`src/rtl/seg_readback_pkg.sv`:
```
// ============================================================================
// Module      : seg_readback_pkg
// Description : Shared constants and types for the seven-segment readback block.
// Revision    : 1.0 - initial release
// ============================================================================
`default_nettype none

package seg_readback_pkg;

    // Active-high segment patterns, bit6=a ... bit0=g
    localparam logic [6:0] SEG_0 = 7'b1111110;
    localparam logic [6:0] SEG_1 = 7'b0110000;
    localparam logic [6:0] SEG_2 = 7'b1101101;
    localparam logic [6:0] SEG_3 = 7'b1111001;
    localparam logic [6:0] SEG_4 = 7'b0110011;
    localparam logic [6:0] SEG_5 = 7'b1011011;
    localparam logic [6:0] SEG_6 = 7'b1011111;
    localparam logic [6:0] SEG_7 = 7'b1110000;
    localparam logic [6:0] SEG_8 = 7'b1111111;
    localparam logic [6:0] SEG_9 = 7'b1111011;

    localparam logic [3:0] BCD_INVALID = 4'hF;
    localparam logic [3:0] BCD_BLANK   = 4'hA;

    typedef enum logic [0:0] {
        COLLECT = 1'b0,
        PRESENT = 1'b1
    } state_t;

endpackage

`default_nettype wire

```
`src/rtl/seg_pattern_decode.sv`:
```
// ============================================================================
// Module      : seg_pattern_decode
// Description : Combinational active-high segment pattern to BCD decoder.
//               SEG_READBACK_BLANK_EN makes the all-off pattern a valid blank.
// Revision    : 1.0 - initial release
// ============================================================================
`default_nettype none

module seg_pattern_decode
    import seg_readback_pkg::*;
(
    input  logic [6:0] i_seg,
    output logic [3:0] o_bcd,
    output logic       o_err
);

    always_comb begin
        o_bcd = BCD_INVALID;
        o_err = 1'b1;
        case (i_seg)
            SEG_0: begin o_bcd = 4'd0; o_err = 1'b0; end
            SEG_1: begin o_bcd = 4'd1; o_err = 1'b0; end
            SEG_2: begin o_bcd = 4'd2; o_err = 1'b0; end
            SEG_3: begin o_bcd = 4'd3; o_err = 1'b0; end
            SEG_4: begin o_bcd = 4'd4; o_err = 1'b0; end
            SEG_5: begin o_bcd = 4'd5; o_err = 1'b0; end
            SEG_6: begin o_bcd = 4'd6; o_err = 1'b0; end
            SEG_7: begin o_bcd = 4'd7; o_err = 1'b0; end
            SEG_8: begin o_bcd = 4'd8; o_err = 1'b0; end
            SEG_9: begin o_bcd = 4'd9; o_err = 1'b0; end
`ifdef SEG_READBACK_BLANK_EN
            7'b0000000: begin o_bcd = BCD_BLANK; o_err = 1'b0; end
`endif
            default: begin o_bcd = BCD_INVALID; o_err = 1'b1; end
        endcase
    end

endmodule

`default_nettype wire

```
`src/rtl/seg_readback.sv`:
```
// ============================================================================
// Module      : seg_readback
// Description : Samples a multiplexed active-low 7-seg bus, debounces each
//               digit and presents whole frames of BCD on valid/ready.
//               Optional macro: SEG_READBACK_BLANK_EN (blank digit decode).
// Revision    : 1.0 - initial release
// ============================================================================
`default_nettype none

module seg_readback
    import seg_readback_pkg::*;
#(
    parameter int NUM_DIGITS    = 4,
    parameter int STABLE_CYCLES = 4
) (
    input  logic                    clk,
    input  logic                    rst,
    input  logic [6:0]              seg_n,
    input  logic [NUM_DIGITS-1:0]   an_n,
    output logic                    frame_valid,
    input  logic                    frame_ready,
    output logic [4*NUM_DIGITS-1:0] frame_bcd,
    output logic [NUM_DIGITS-1:0]   frame_err,
    output logic                    digit_accept
);

    localparam int               CNT_W    = $clog2(STABLE_CYCLES + 1);
    localparam logic [CNT_W-1:0] CNT_LAST = CNT_W'(STABLE_CYCLES - 1);
    localparam logic [CNT_W-1:0] CNT_MAX  = CNT_W'(STABLE_CYCLES);

    logic [6:0]              r_seg;
    logic [NUM_DIGITS-1:0]   r_an;
    logic [6:0]              r_prev_seg;
    logic [NUM_DIGITS-1:0]   r_prev_an;
    logic [CNT_W-1:0]        r_run;
    logic [4*NUM_DIGITS-1:0] r_cap_bcd;
    logic [NUM_DIGITS-1:0]   r_cap_err;
    logic [NUM_DIGITS-1:0]   r_mask;
    logic                    r_accept;
    logic [4*NUM_DIGITS-1:0] r_frame_bcd;
    logic [NUM_DIGITS-1:0]   r_frame_err;
    state_t                  r_state;

    logic [NUM_DIGITS-1:0]   w_an_act;
    logic                    w_valid;
    logic                    w_same;
    logic [CNT_W-1:0]        w_run_nxt;
    logic                    w_accept;
    logic [NUM_DIGITS-1:0]   w_acc_bits;
    logic [3:0]              w_bcd;
    logic                    w_err;
    state_t                  w_state_nxt;
    logic                    w_load_frame;
    logic                    w_clear_mask;

    // Input stage: pins registered once, everything else works on r_seg/r_an
    always_ff @(posedge clk) begin
        if (rst) begin
            r_seg <= '0;
            r_an  <= '0;
        end else begin
            r_seg <= seg_n;
            r_an  <= an_n;
        end
    end

    assign w_an_act = ~r_an;
    assign w_valid  = $onehot(w_an_act);
    assign w_same   = (r_an == r_prev_an) && (r_seg == r_prev_seg);

    always_comb begin
        w_run_nxt = r_run;
        if (!w_valid) begin
            w_run_nxt = '0;
        end else if (!w_same) begin
            w_run_nxt = CNT_W'(1);
        end else if (r_run != CNT_MAX) begin
            w_run_nxt = r_run + CNT_W'(1);
        end
    end

    // Fires only on the step into STABLE_CYCLES; saturation blocks repeats
    assign w_accept   = w_valid && w_same && (r_run == CNT_LAST);
    assign w_acc_bits = w_accept ? w_an_act : '0;

    seg_pattern_decode u_decode (
        .i_seg (~r_seg),
        .o_bcd (w_bcd),
        .o_err (w_err)
    );

    always_ff @(posedge clk) begin
        if (rst) begin
            r_prev_seg <= '0;
            r_prev_an  <= '0;
            r_run      <= '0;
            r_accept   <= 1'b0;
            r_cap_bcd  <= '0;
            r_cap_err  <= '0;
        end else begin
            r_run    <= w_run_nxt;
            r_accept <= w_accept;
            if (w_valid) begin
                r_prev_seg <= r_seg;
                r_prev_an  <= r_an;
            end
            for (int i = 0; i < NUM_DIGITS; i++) begin
                if (w_acc_bits[i]) begin
                    r_cap_bcd[4*i +: 4] <= w_bcd;
                    r_cap_err[i]        <= w_err;
                end
            end
        end
    end

    // A handshake clears the mask first so a same-cycle accept counts for the next frame
    always_ff @(posedge clk) begin
        if (rst) begin
            r_mask <= '0;
        end else if (w_clear_mask) begin
            r_mask <= w_acc_bits;
        end else begin
            r_mask <= r_mask | w_acc_bits;
        end
    end

    always_ff @(posedge clk) begin
        if (rst) begin
            r_state <= COLLECT;
        end else begin
            r_state <= w_state_nxt;
        end
    end

    always_comb begin
        w_state_nxt = r_state;
        case (r_state)
            COLLECT: if (&r_mask)     w_state_nxt = PRESENT;
            PRESENT: if (frame_ready) w_state_nxt = COLLECT;
            default:                  w_state_nxt = COLLECT;
        endcase
    end

    always_comb begin
        w_load_frame = (r_state == COLLECT) && (&r_mask);
        w_clear_mask = (r_state == PRESENT) && frame_ready;
    end

    always_ff @(posedge clk) begin
        if (rst) begin
            r_frame_bcd <= '0;
            r_frame_err <= '0;
        end else if (w_load_frame) begin
            r_frame_bcd <= r_cap_bcd;
            r_frame_err <= r_cap_err;
        end
    end

    assign frame_valid  = (r_state == PRESENT);
    assign frame_bcd    = r_frame_bcd;
    assign frame_err    = r_frame_err;
    assign digit_accept = r_accept;

endmodule

`default_nettype wire

```
`config.mk`:
```
export PLATFORM = sky130hd
export DESIGN_NAME = seg_readback
export DESIGN_NICKNAME = d
export VERILOG_FILES = /design/src/rtl/seg_readback_pkg.sv /design/src/rtl/seg_pattern_decode.sv /design/src/rtl/seg_readback.sv
export SDC_FILE = /design/constraint.sdc
export NUM_CORES = 1
export LEC_CHECK = 0
export CAP_MARGIN = 0
export CORE_ASPECT_RATIO = 1.2
export CORE_MARGIN = 4
export CORE_UTILIZATION = 50
export CTS_BUF_LIST = sky130_fd_sc_hd__clkbuf_4
export DETAILED_ROUTE_END_ITERATION = 12
export PLACE_DENSITY = 0.73
export SYNTH_ARGS = -nofsm -noshare
export SYNTH_HDL_FRONTEND = slang
export SYNTH_SLANG_ARGS = --single-unit
```
`constraint.sdc`:
```
create_clock -name clk -period 5.1 [get_ports clk]
set_input_delay 1.02 -clock clk [delete_from_list [all_inputs] [get_ports clk]]
set_output_delay 1.02 -clock clk [all_outputs]
set_load 0.01 [all_outputs]
```
* Yosys cells after proc, flatten, opt, wreduce, memory -nomap -nowiden
Index checks and enable logic that the tools add are counted.
Operators by class: $add $sub $neg 4, equality and inequality tests 16, multiplexer cells 9, bitwise operators 6, reduce and logical (&&, ||, !) cells 9
Operators by type and width (count):
- 7-bit == test, second input constant | 8
- 4-bit one-hot mux with 10 select lines | 1
- 7-bit by 6-bit == test with 1-bit output, second input constant | 2
- 10-bit OR reduction | 1
- 4-bit two-way mux | 2
- 7-bit == test | 1
- 7-bit NOT | 1
- 1-bit logical AND | 5
- 1-bit two-way mux | 5
- 1-bit by 1-bit adder with 2-bit output | 2
- 4-bit == test | 1
- 4-bit NOT | 1
- 4-bit bitwise OR | 1
- 4-bit AND reduction | 1
- 2-bit by 2-bit adder with 3-bit output | 1
- 3-bit by 1-bit adder with 3-bit output, second input constant | 1
- 3-bit by 1-bit == test with 1-bit output, second input constant | 1
- 3-bit by 2-bit == test with 1-bit output, second input constant | 1
- 3-bit != test, second input constant | 1
- 1-bit NOT | 3
- 3-bit OR reduction | 1
- 2-bit by 1-bit != test with 1-bit output, second input constant | 1
- 1-bit one-hot mux with 2 select lines | 1
- 2-bit OR reduction | 1
Storage, ports and cells: register bits after elaboration 71, bits of input ports 14, output and inout bits 22, word-level logic and storage cells 63

* Longest topological paths before layout
depth after elaboration 9, gate-level depth with buffers 9

* Modules after synthesis
A second synthesis with hierarchy kept.
Unflattened totals: cells, all modules 338, area total of the unflattened synthesis 3059.2 sq um
Modules (own cells, without submodules):
- seg_readback | times used 1, cells each 308, area each 2867.8 sq um
- seg_pattern_decode | times used 1, cells each 30, area each 191.4 sq um

* Worst setup path before layout
No wires, ideal clock.
kind register to register, start register r_an[0], end register r_cap_bcd[13], library setup time 0.128 ns, arrival time 2.584 ns, data required time 4.972 ns, slack 2.388 ns, cell stages (with the launch flop) 10, path buffers 0, cell sequence dfxtp_1 > fa_1 > inv_1 > ha_1 > ha_1 > nor3b_1 > nand3b_1 > nor4_4 > mux2i_1 > nor2_1
On the way: longest elaborated chain between the ends 7, elaborated cells on any way between the ends 9
RTL lines:
- start: declaration | line seg_readback.sv:32 | logic [NUM_DIGITS-1:0] r_an;
- start signal: assignment | line seg_readback.sv:63 | r_an <= an_n;
- 4-bit NOT | line seg_readback.sv:67 | assign w_an_act = ~r_an;
- 1-bit by 1-bit adder with 2-bit output (not written as such) | line seg_readback.sv:68 | assign w_valid = $onehot(w_an_act);
- 2-bit by 2-bit adder with 3-bit output (not written as such) | line seg_readback.sv:68
- 3-bit by 1-bit == test with 1-bit output | line seg_readback.sv:68
- 1-bit logical AND * (2 in series) | line seg_readback.sv:83 | assign w_accept = w_valid && w_same && (r_run == CNT_LAST);
- 4-bit two-way mux * | line seg_readback.sv:84 | assign w_acc_bits = w_accept ? w_an_act : '0;
- end signal: indexed assignment | line seg_readback.sv:109 | r_cap_bcd[4*i +: 4] <= w_bcd;
- end: declaration | line seg_readback.sv:36 | logic [4*NUM_DIGITS-1:0] r_cap_bcd;
Every way passes the cells marked *; elsewhere a longest branch is shown, timed or not. A chain may end at the register's enable or synchronous reset.

* Final worst setup path
start register r_an[0], end register r_cap_err[1]
On the way: longest elaborated chain between the ends 7, elaborated cells on any way between the ends 9
RTL lines:
- 4-bit NOT | line seg_readback.sv:67
- 1-bit by 1-bit adder with 2-bit output (not written as such) | line seg_readback.sv:68
- 2-bit by 2-bit adder with 3-bit output (not written as such) | line seg_readback.sv:68
- 3-bit by 1-bit == test with 1-bit output | line seg_readback.sv:68
- 1-bit logical AND * (2 in series) | line seg_readback.sv:83
- 4-bit two-way mux * | line seg_readback.sv:84
- end signal: indexed assignment | line seg_readback.sv:110 | r_cap_err[i] <= w_err;
- end: declaration | line seg_readback.sv:37 | logic [NUM_DIGITS-1:0] r_cap_err;
Marks and branches as above.

==> results.toml <==
[clock_network]
cts_buffers = 9
htree_levels = 3
cts.sinks = 71
holdBufCountCts = 0
clk_pin_slew_ns = 0.13
root_buffer = "clkbuf_4"
clk_latency_ns = 0.42
post-cts-setup-buffers = 0
cts_tree = "built"
clk_path_buf_depth = 2
cts-resized-gates = 0

[synth]
synthAdderAreaFrac_pct = 2.84
ys_ff_latch = 71
yosys.area_share.simple_pct = 25.9
synth_edf_count = 0
synth.area.mux_share_pct = 3.09
syn-num-nets = 342
synth-xor-area-share_pct = 4.17
ys_async_sr_fraction_pct = 0
avgSynthCellArea_um2 = 9.04
yosysWarnings = 0
syn_inst = 322
synth_compound_area_share_pct = 11.7
synthFlopType = "dfxtp_1"
ys_types = 41
synth_top_family_by_area = "simple AND/OR/NAND/NOR gates"
ys_seq_area_share_pct = 48.8
netlist_area_um2 = 2910

[power_and_ir_drop]
power_mw = 1.04
p_leak_nw = 1.10
vdd_ir_drop_max_mv = 0.155
powerDensity_nw_per_um2 = 301

[floorplanning]
initial_core_util_pct = 51.4
chipWidth_um = 77.7
core_um2 = 5670
rows = 30
die_h_um = 91.6
die_area_um2 = 7110
io_pins = 36

[detailed_routing]
drc = 0
drt-initial-drc-count = 108
finalWirelength_mm = 5.22
vias_per_cell = 5.08
dr.pass1.iters = 5
wl_per_cell_um = 11.9
vias = 2218
ant_nets = 0

[timing]
setup_viol = 0
period_share_pct = 67.4
rsz0062_at_grt = "false"
whs_ns = 0.438
drv_slew = 0
fmax_mhz = 291
slew_headroom_pct = 38.8
setup_slack_ns = 1.66
tightest_slew_ns = 0.915
final_hold_viol_count = 0
skew_ns = 0.0218
setup_tns_ns = 0
period_minus_slack_ns = 3.44

[cells_and_area]
final_cell_mix = "nand2_1, dfxtp_1, a21oi_1"
drive_gt1_share_pct = 8.12
syn2layout_area_growth_pct = 18.2
insertedDiodeCount = 0
nets = 372

[worst_setup_path]
crit_chain = "fa_1, inv_1, ha_1, ha_1, nor3b_1, buf_4, nand3b_1, or4_1, nand3b_1, o21ai_0"
path_max_fanout = 8
crit_path_end_kind = "flip-flop"
cp_top_family = "simple AND/OR/NAND/NOR gates"
critPathBufInv = 2
path_class = "reg2reg"
worstPathArrival_ns = 3.74
crit_slowest_cell = "nor3b_1"
cp.required_ns = 5.40
critPathMaxStageDelay_ns = 0.76
start_kind = "flip-flop"
r2r_slack_ns = 1.66

[global_routing]
grt-ovfl-total = 0
grt_max_degree = 49
grt_pass1_wl_mm = 9.08
antenna_found_initial = 0
first_global_vias = 2074
grtUsageTotal_pct = 16.0

[worst_hold_path]
hold_class = "reg2reg"

[placement]
portBuffers = 35
place_congestion = 0.770
dp_worst_setup_slack_ns = 1.71
dpl.hpwl_mm = 3.77

[run_status]
outcome = "finished, final reports clean"

[run]
drv_cap = 0
-- cells by family (layout without fill, tap and decap cells) --
logic type,after synthesis,after routing
compound gates,59,59
fa+ha+maj,6,6
flops,71,71
mux,9,9
xor+xnor,13,13
simple gates,139,139
buf+inv,25,60
-- flip-flops by register name (all words and copies together), names as in the netlist --
name	flops
r_cap_err	4
r_cap_bcd	16
frame_valid	1
digit_accept	1
r_seg	7
r_an	4
r_mask	4
r_run	3
r_prev_seg	7
r_prev_an	4
frame_bcd	16
frame_err	4
-- path summary, 6_finish.rpt --
path / start / end / cells after the start
max: r_an[0] / r_cap_err[1] / 10
min: r_cap_bcd[9] / frame_bcd[9] / 2
max reg2reg: r_an[0] / r_cap_err[1] / 10
min reg2reg: r_cap_bcd[9] / frame_bcd[9] / 2
-- stage by stage --
| step | utilization (%) | instance area, µm² | std cells |
|---|---|---|---|
| 2_1_floorplan | - | 2910 | 322 |
| 3_3_place_gp | 58.1 | 3300 | 421 |
| 3_5_place_dp | 58.1 | 3300 | 421 |
| 4_1_cts | 60.7 | 3440 | 437 |
| 5_1_grt | 60.7 | 3440 | 437 |
| 6_report | 60.7 | 3440 | 437 |
-- power breakdown --
| group | internal [mW] | switching, mW |
|---|---|---|
| Combinational | 0.0393 | 0.0582 |
| Sequential | 0.564 | 0.0123 |
| Clock | 0.157 | 0.205 |
| Total | 0.760 | 0.276 |
-- synth_stat cells, drive strengths merged (4+ instances only) --
library cell	number	area [µm²]
a211oi	8	60.1
a21oi	41	205
buf	5	27.5
clkbuf	13	48.8
dfxtp	71	1420
ha	5	62.6
inv	7	26.3
mux2i	9	90.1
nand2	71	267
nand2b	4	25.0
nand3b	8	60.1
nor2	22	82.6
nor2b	12	75.1
nor4	5	91.3
xnor2	13	121
-- area by class of cell --
cell class | instances | area (µm²)
Clock buffer | 10 | 75.1
Fill cell | 509 | 2230
Timing Repair Buffer | 37 | 360
Sequential cell | 71 | 1420
Multi-Input combinational cell | 226 | 1390
Inverter | 7 | 26.3
Clock inverter | 6 | 70.1
Tap cell | 80 | 100
-- layer usage --
layer | wire [µm] | GRT usage (%) | part of all wire (%)
met1 | 2360 | 18.3 | 45
met2 | 2550 | 26.8 | 49
met3 | 196 | 4.27 | 3.8
met4 | 109 | 8.90 | 2.1
met5 | 0 | 0 | 0
-- worst register-to-register path: stages, from the launching register on --
cell and delay, ns:
dfxtp_1 0.37, fa_1 0.54, inv_1 0.04, ha_1 0.17, ha_1 0.28, nor3b_1 0.76, buf_4 0.29, nand3b_1 0.15
or4_1 0.49, nand3b_1 0.12, o21ai_0 0.10
Note: power is estimated with default switching activity, not from simulation.
